File: src/rtl/rename_reg_file.sv
// Purpose : architectural register file with per-register rename tags (ROB dependency table).
// Latency : reads are combinational (zero cycles); issue/commit/flush take effect on the next clk_in edge.
// Backpressure: rdy_in low freezes every register, tag and snapshot; read outputs stay live.
//
// Ports:
//   clk_in, rst_in (async, active-low), rdy_in (global ready), clear_in (pipeline flush)
//   rd_id_in / rd_val_out / rd_dep_out / rd_has_dep_out : NUM_RD flattened read ports, port k in slice k
//   iss_valid_in / iss_rd_in / iss_rob_in               : destination rename at issue
//   cmt_valid_in / cmt_rd_in / cmt_val_in / cmt_rob_in  : ROB commit write
//   ckpt_take_in / ckpt_restore_in / ckpt_valid_out     : single dep-table snapshot (RF_CKPT_EN only)
//
// Build option: define RF_CKPT_EN to add the branch-recovery snapshot of the dep table.

`ifndef ROB_INDEX_BIT
`define ROB_INDEX_BIT 4
`endif

module rename_reg_file #(
    parameter int DATA_W    = 32,
    parameter int ROB_IDX_W = `ROB_INDEX_BIT,
    parameter int NUM_RD    = 3
) (
    input  logic                        clk_in,
    input  logic                        rst_in,
    input  logic                        rdy_in,
    input  logic                        clear_in,
    input  logic [NUM_RD*5-1:0]         rd_id_in,
    output logic [NUM_RD*DATA_W-1:0]    rd_val_out,
    output logic [NUM_RD*ROB_IDX_W-1:0] rd_dep_out,
    output logic [NUM_RD-1:0]           rd_has_dep_out,
    input  logic                        iss_valid_in,
    input  logic [4:0]                  iss_rd_in,
    input  logic [ROB_IDX_W-1:0]        iss_rob_in,
    input  logic                        cmt_valid_in,
    input  logic [4:0]                  cmt_rd_in,
    input  logic [DATA_W-1:0]           cmt_val_in,
    input  logic [ROB_IDX_W-1:0]        cmt_rob_in
`ifdef RF_CKPT_EN
    ,
    input  logic                        ckpt_take_in,
    input  logic                        ckpt_restore_in,
    output logic                        ckpt_valid_out
`endif
);

    localparam int NREG = 32;

    // Architectural state. Entry 0 is never written and stays zero.
    logic [DATA_W-1:0]    val_q [NREG];
    logic [ROB_IDX_W-1:0] dep_q [NREG];
    logic [NREG-1:0]      has_q;

    // Per-register decode of this cycle's issue and commit.
    logic [NREG-1:0]      cmt_hit;
    logic [NREG-1:0]      iss_hit;

    // Dep table after issue/commit only (no flush/restore); also what a snapshot captures.
    logic [ROB_IDX_W-1:0] dep_nom [NREG];
    logic [NREG-1:0]      has_nom;

    // Final next-state dep table.
    logic [ROB_IDX_W-1:0] dep_nxt [NREG];
    logic [NREG-1:0]      has_nxt;

`ifdef RF_CKPT_EN
    logic [ROB_IDX_W-1:0] snap_dep_q [NREG];
    logic [NREG-1:0]      snap_has_q;
    logic                 ckpt_valid_q;
    // Snapshot with this cycle's commit already retired from it.
    logic [ROB_IDX_W-1:0] snap_dep_cmt [NREG];
    logic [NREG-1:0]      snap_has_cmt;

    assign ckpt_valid_out = ckpt_valid_q;
`endif

    // ------------------------------------------------------------------
    // Issue / commit effect on the dep table
    // ------------------------------------------------------------------
    always_comb begin
        for (int i = 0; i < NREG; i++) begin
            cmt_hit[i] = cmt_valid_in && (cmt_rd_in == i[4:0]) && (i != 0);
            iss_hit[i] = iss_valid_in && (iss_rd_in == i[4:0]) && (i != 0);
            has_nom[i] = has_q[i];
            dep_nom[i] = dep_q[i];
            // Commit only retires the tag it owns; a younger rename stays.
            if (cmt_hit[i] && has_q[i] && (dep_q[i] == cmt_rob_in)) begin
                has_nom[i] = 1'b0;
                dep_nom[i] = '0;
            end
            // A same-cycle issue to the same register always wins over commit.
            if (iss_hit[i]) begin
                has_nom[i] = 1'b1;
                dep_nom[i] = iss_rob_in;
            end
        end
    end

`ifdef RF_CKPT_EN
    always_comb begin
        for (int i = 0; i < NREG; i++) begin
            snap_has_cmt[i] = snap_has_q[i];
            snap_dep_cmt[i] = snap_dep_q[i];
            if (cmt_hit[i] && snap_has_q[i] && (snap_dep_q[i] == cmt_rob_in)) begin
                snap_has_cmt[i] = 1'b0;
                snap_dep_cmt[i] = '0;
            end
        end
    end
`endif

    // ------------------------------------------------------------------
    // Flush / restore selection: clear > restore > normal operation
    // ------------------------------------------------------------------
    always_comb begin
        for (int i = 0; i < NREG; i++) begin
            has_nxt[i] = has_nom[i];
            dep_nxt[i] = dep_nom[i];
            if (clear_in) begin
                has_nxt[i] = 1'b0;
                dep_nxt[i] = '0;
            end
`ifdef RF_CKPT_EN
            else if (ckpt_restore_in) begin
                // Restore without a live snapshot degenerates to a flush.
                // Same-cycle issue is dropped in both cases.
                has_nxt[i] = ckpt_valid_q ? snap_has_cmt[i] : 1'b0;
                dep_nxt[i] = ckpt_valid_q ? snap_dep_cmt[i] : '0;
            end
`endif
        end
    end

    // ------------------------------------------------------------------
    // State registers
    // ------------------------------------------------------------------
    always_ff @(posedge clk_in or negedge rst_in) begin
        if (!rst_in) begin
            for (int i = 0; i < NREG; i++) begin
                val_q[i] <= '0;
                dep_q[i] <= '0;
            end
            has_q <= '0;
        end else if (rdy_in) begin
            // Value write happens even during a flush.
            for (int i = 1; i < NREG; i++) begin
                if (cmt_hit[i]) begin
                    val_q[i] <= cmt_val_in;
                end
            end
            for (int i = 1; i < NREG; i++) begin
                dep_q[i] <= dep_nxt[i];
            end
            has_q <= {has_nxt[NREG-1:1], 1'b0};
        end
    end

`ifdef RF_CKPT_EN
    always_ff @(posedge clk_in or negedge rst_in) begin
        if (!rst_in) begin
            for (int i = 0; i < NREG; i++) begin
                snap_dep_q[i] <= '0;
            end
            snap_has_q   <= '0;
            ckpt_valid_q <= 1'b0;
        end else if (rdy_in) begin
            if (clear_in) begin
                for (int i = 1; i < NREG; i++) begin
                    snap_dep_q[i] <= snap_dep_cmt[i];
                end
                snap_has_q   <= {snap_has_cmt[NREG-1:1], 1'b0};
                ckpt_valid_q <= 1'b0;
            end else if (ckpt_restore_in) begin
                for (int i = 1; i < NREG; i++) begin
                    snap_dep_q[i] <= snap_dep_cmt[i];
                end
                snap_has_q   <= {snap_has_cmt[NREG-1:1], 1'b0};
                ckpt_valid_q <= 1'b0;
            end else if (ckpt_take_in) begin
                // Capture the table as it will look after this edge.
                for (int i = 1; i < NREG; i++) begin
                    snap_dep_q[i] <= dep_nom[i];
                end
                snap_has_q   <= {has_nom[NREG-1:1], 1'b0};
                ckpt_valid_q <= 1'b1;
            end else begin
                for (int i = 1; i < NREG; i++) begin
                    snap_dep_q[i] <= snap_dep_cmt[i];
                end
                snap_has_q   <= {snap_has_cmt[NREG-1:1], 1'b0};
            end
        end
    end
`endif

    // ------------------------------------------------------------------
    // Read ports: combinational, see pre-rename state plus commit bypass
    // ------------------------------------------------------------------
    for (genvar k = 0; k < NUM_RD; k++) begin : g_rd
        logic [4:0]           id;
        logic [DATA_W-1:0]    pv;
        logic [ROB_IDX_W-1:0] pd;
        logic                 ph;

        assign id = rd_id_in[k*5 +: 5];

        always_comb begin
            pv = val_q[id];
            pd = dep_q[id];
            ph = has_q[id];
            if (id == 5'd0) begin
                pv = '0;
                pd = '0;
                ph = 1'b0;
            end else if (cmt_valid_in && (cmt_rd_in == id)) begin
                pv = cmt_val_in;
                // The committing tag is retired; a younger tag is still pending.
                if (has_q[id] && (dep_q[id] == cmt_rob_in)) begin
                    pd = '0;
                    ph = 1'b0;
                end
            end
        end

        assign rd_val_out[k*DATA_W +: DATA_W]       = pv;
        assign rd_dep_out[k*ROB_IDX_W +: ROB_IDX_W] = pd;
        assign rd_has_dep_out[k]                    = ph;
    end

endmodule

File: config.mk
export PLATFORM = sky130hd
export DESIGN_NAME = rename_reg_file
export DESIGN_NICKNAME = d
export VERILOG_FILES = /design/src/rtl/rename_reg_file.sv
export SDC_FILE = /design/constraint.sdc
export NUM_CORES = 2
export LEC_CHECK = 0
export CORE_ASPECT_RATIO = 0.8
export CORE_UTILIZATION = 60
export CTS_BUF_LIST = sky130_fd_sc_hd__clkbuf_8
export CTS_CLUSTER_DIAMETER = 150
export CTS_CLUSTER_SIZE = 24
export DETAILED_ROUTE_END_ITERATION = 8
export PLACE_DENSITY = 0.78
export SLEW_MARGIN = 0
export SYNTH_ARGS = -nofsm -noshare
export SYNTH_HDL_FRONTEND = slang
export SYNTH_SLANG_ARGS = --single-unit
File: constraint.sdc
create_clock -name clk_in -period 4.1 [get_ports clk_in]
set_clock_uncertainty 0.05 [all_clocks]
set_input_delay 0.82 -clock clk_in [delete_from_list [all_inputs] [get_ports clk_in]]
set_output_delay 0.82 -clock clk_in [all_outputs]
set_load 0.03 [all_outputs]
==> summary.txt <==
Outcome
  • Status: finished with violations
  • Failing checks: negative hold slack, negative setup slack

Global routing
  • Met2 Usage GRT: 0.6011
  • Largest net degree at the start of global routing: 109
  • Total track usage: 0.4259
  • GR peak layer: met2
  • Vias in the first global route: 55800
  • First-pass GRT wire length: slightly below 400 mm
  • Antenna violations before repair: 7
  • Grt ovf: 0
  • M1 GR Usage: 0.5685
  • GR Util met3: 0.1636

Critical path
  • Crit path DAT: 3320 ps
  • Most used cell along the critical path: mux4_2
  • CP max FO: 5
  • Worst EP required: between 3000 and 4000 ps
  • Slowest cell on the critical path: mux4_2
  • RR Endpoint: dep_q[10]$_DFFE_PN0P_
  • FF-to-FF path depth: 6
  • Reg2Reg Setup Slack: 2190 ps
  • Reg2Reg Launch Point: dep_q[8]$_DFFE_PN0P_
  • Worst path cell trace: mux4_2, mux4_2, o211ai_4, xor2_1, o211a_1, a31oi_1, buf_4
  • Worst path max stage delay: ~560 ps
  • Startpoint types: register
  • Crit Path Category: reg2out
  • CP Capture Type: output pin

Logic synthesis
  • Netlist Area Pre-Place: 74200 um^2
  • Post-Synthesis Cells: 5284
  • Net Count, Synth: approximately 5400
  • Synth Register Bits: 1147
  • Seq/Total Area, Yosys: 0.3868
  • Dominant cell type by area after synthesis: dfrtp_1
  • Avg Inst Size Synth: 14.04 um^2
  • Synth unique cells: 64
  • Primary FF master, synth: dfrtp_1
  • Post-synth top area share: 0.3868
  • EDFF count, synth: 0
  • Top cells by area, synth: dfrtp_1 (39%), mux4_2 (26%), mux2_2 (17%)
  • Synth warn: 36
  • Post-synth ARST share: 1.000

Layout
  • Area of the multi-input gates: approximately 43000 um^2
  • Cell area after layout: 84780 um^2
  • Area Overhead vs Synth: 14.25%
  • Reg area: 28770 um^2
  • Nets: about 5700
  • Fin cells: 7281
  • Layout cells sized above 1: 0.5420
  • Filler Cell Count: 8212

Routing
  • Via/cell ratio: ~7.8
  • DRT antenna net count: 0
  • DRC: 0
  • WL per Instance: ~37 um
  • DRT iter0 DRCs: 8242
  • Routed wire length: roughly 270 mm
  • Via count: between 50000 and 60000
  • DRT Pass-1 Iters: 8

Die
  • Die width: 395.2 um
  • Die ar.: about 130000 um^2
  • Initial Util: 0.6046
  • Cell Rows: 115
  • Ports: 182
  • Die Y: 316.5 um
  • Core area: 122700 um^2

Timing
  • Fin crit share: 1.022
  • Top achievable clock speed: 238.6 MHz
  • Max Slew Vio Count: 0
  • Slew HR: 0.3074
  • Setup TNS: -534.9 ps
  • Tightest Pin Transition: around 1000 ps
  • Setup violators final: 9
  • Shortest period the worst path allows: 4190 ps
  • Final WS setup: -90.46 ps
  • Tightest hold margin: -10.25 ps
  • Final hold vios: 10
  • Unrepaired setup endpoints after global routing: yes

Placed design
  • Global placer's final weighted congestion: 1.043
  • Post-Place Setup Slack: -539.5 ps
  • Placed Area: 82040 um^2
  • IO Port Bufs: around 180
  • Detail Placement HPWL: between 150 and 200 mm
  • Post-Place Cells: 7098

Clocking
  • Max H-tree Level: 2
  • CTS tree: built
  • Clk_lat worst skew: 850 ps
  • Clk root buf: clkbuf_8
  • Num CTS Buffers: 53
  • Clock sinks: roughly 1100
  • Clk pin slew, worst setup/hold paths: 160 ps
  • CTS max path bufs: 3

Hold path
  • Class of the worst hold path: in2async

Flow run
  • Max-cap viol count: 0

Pwr
  • Pwr Density: about 320 nW/um^2
  • Worst ir drop on vdd: 0.3538 mV
  • Leakage power: 36.33 nW
power by group:
group,switching [W],leakage (nW),internal (W)
clock,0.00363,0.399,0.00120
combinational,0.00362,20.7,0.00459
sequential,0.00136,15.3,0.0126
total,0.00860,36.3,0.0184
cell type report:
| class | count | area share |
|---|---|---|
| antenna | 10 | 0.0002952 |
| clock buffer | 54 | 0.008767 |
| clock inverter | 3 | 0.0003247 |
| inverter | 13 | 0.0006937 |
| multi-input combinational | 3535 | 0.5124 |
| sequential | 1147 | 0.3393 |
| tap | 1638 | 0.02418 |
| timing repair buffer | 881 | 0.1141 |
sequential cells by signal (all words and copies together) (netlist names):
name,flops
has_q,31
val_q,992
dep_q,124
cell families after synthesis:
logic type,synth area share
DFF,0.3868
xor gates and xnor gates,0.01794
muxes,0.4556
AOI/OAI and AO/OA,0.06124
and+or+nand+nor,0.03937
buffers and inverters,0.03905
metal layers:
metal | vias to the layer above | share of wire | wire [um]
met5 | - | 0.00031 | 83
met4 | 2 | 0.067 | 17840
met3 | 1060 | 0.15 | 40090
met2 | 4924 | 0.43 | 113400
met1 | 29040 | 0.36 | 94740
li1 | 21580 | - | -
critical path: cells and delay by family (launching register included):
family | cells | cell delay [ps]
multiplexers | 2 | 1040
AO/OA/AOI/OAI | 3 | 580
flip-flops | 1 | 470
XOR/XNOR | 1 | 190
buffers and inverters | 1 | 190
cells in the final DEF, fill, tap and decap left out, types with 31 or more instances in the layout:
cell type / instances
nand3_1: 49
nor2_1: 179
buf_12: 193
a21o_1: 31
xor2_1: 56
a221oi_1: 53
a22o_1: 159
mux2i_1: 172
mux4_2: 857
dfrtp_1: 1096
mux2_2: 1126
a21oi_1: 71
clkdlybuf4s50_1: 41
a22oi_1: 42
clkbuf_8: 54
nand2_1: 125
dfrtp_2: 51
a211oi_1: 42
buf_4: 587
nor3_1: 103
xnor2_1: 90
worst max-delay path by stage:
stage | cells past startpoint | slack [ps] | from | endpoint
2_1_floorplan | 8 | 160 | rd_id_in[1] | rd_dep_out[2]
3_3_place_gp | 10 | -600 | rd_id_in[0] | rd_val_out[12]
3_5_place_dp | 10 | -540 | rd_id_in[0] | rd_val_out[12]
4_1_cts | 7 | -130 | dep_q[43]$_DFFE_PN0P_ | rd_dep_out[11]
5_1_grt | 7 | -160 | dep_q[63]$_DFFE_PN0P_ | rd_dep_out[11]
6_report | 7 | -90 | dep_q[55]$_DFFE_PN0P_ | rd_dep_out[11]
per-stage QoR:
step                      power, W  utilization
after global routing       0.02788       0.6906
after global placement     0.02160       0.6684
after floorplan            0.01896            -
final                      0.02701       0.6907
after CTS                  0.02670       0.6827
after detailed placement   0.02195       0.6684
repair_timing:
action	4_1_cts	5_1_grt
pin swaps	15	23
hold buffers	0	0
setup endpoints to repair	100	66
setup buffers	40	67
resized for setup	109	99
cloned	8	1
Yosys cell counts, types with 17 or more instances:
cell type and number:
clkbuf_1 291, nor3_1 107, xor2_1 57, o31ai_1 17
a2111oi_0 48, a21o_1 31, a21oi_1 77, o21ai_0 28
buf_4 51, nand2b_1 19, nor2_1 205, nor4_1 32
dfrtp_1 1147, a22oi_1 42, mux2_2 1127, nor2b_1 34
a211oi_1 58, buf_2 191, buf_1 31, buf_6 21
a22o_1 159, nand4_1 19, xnor2_1 95, mux2i_1 179
nand2_1 127, mux4_2 857, nand3_1 59, a221oi_1 54
No activity file was read; power rests on OpenSTA's default activity.
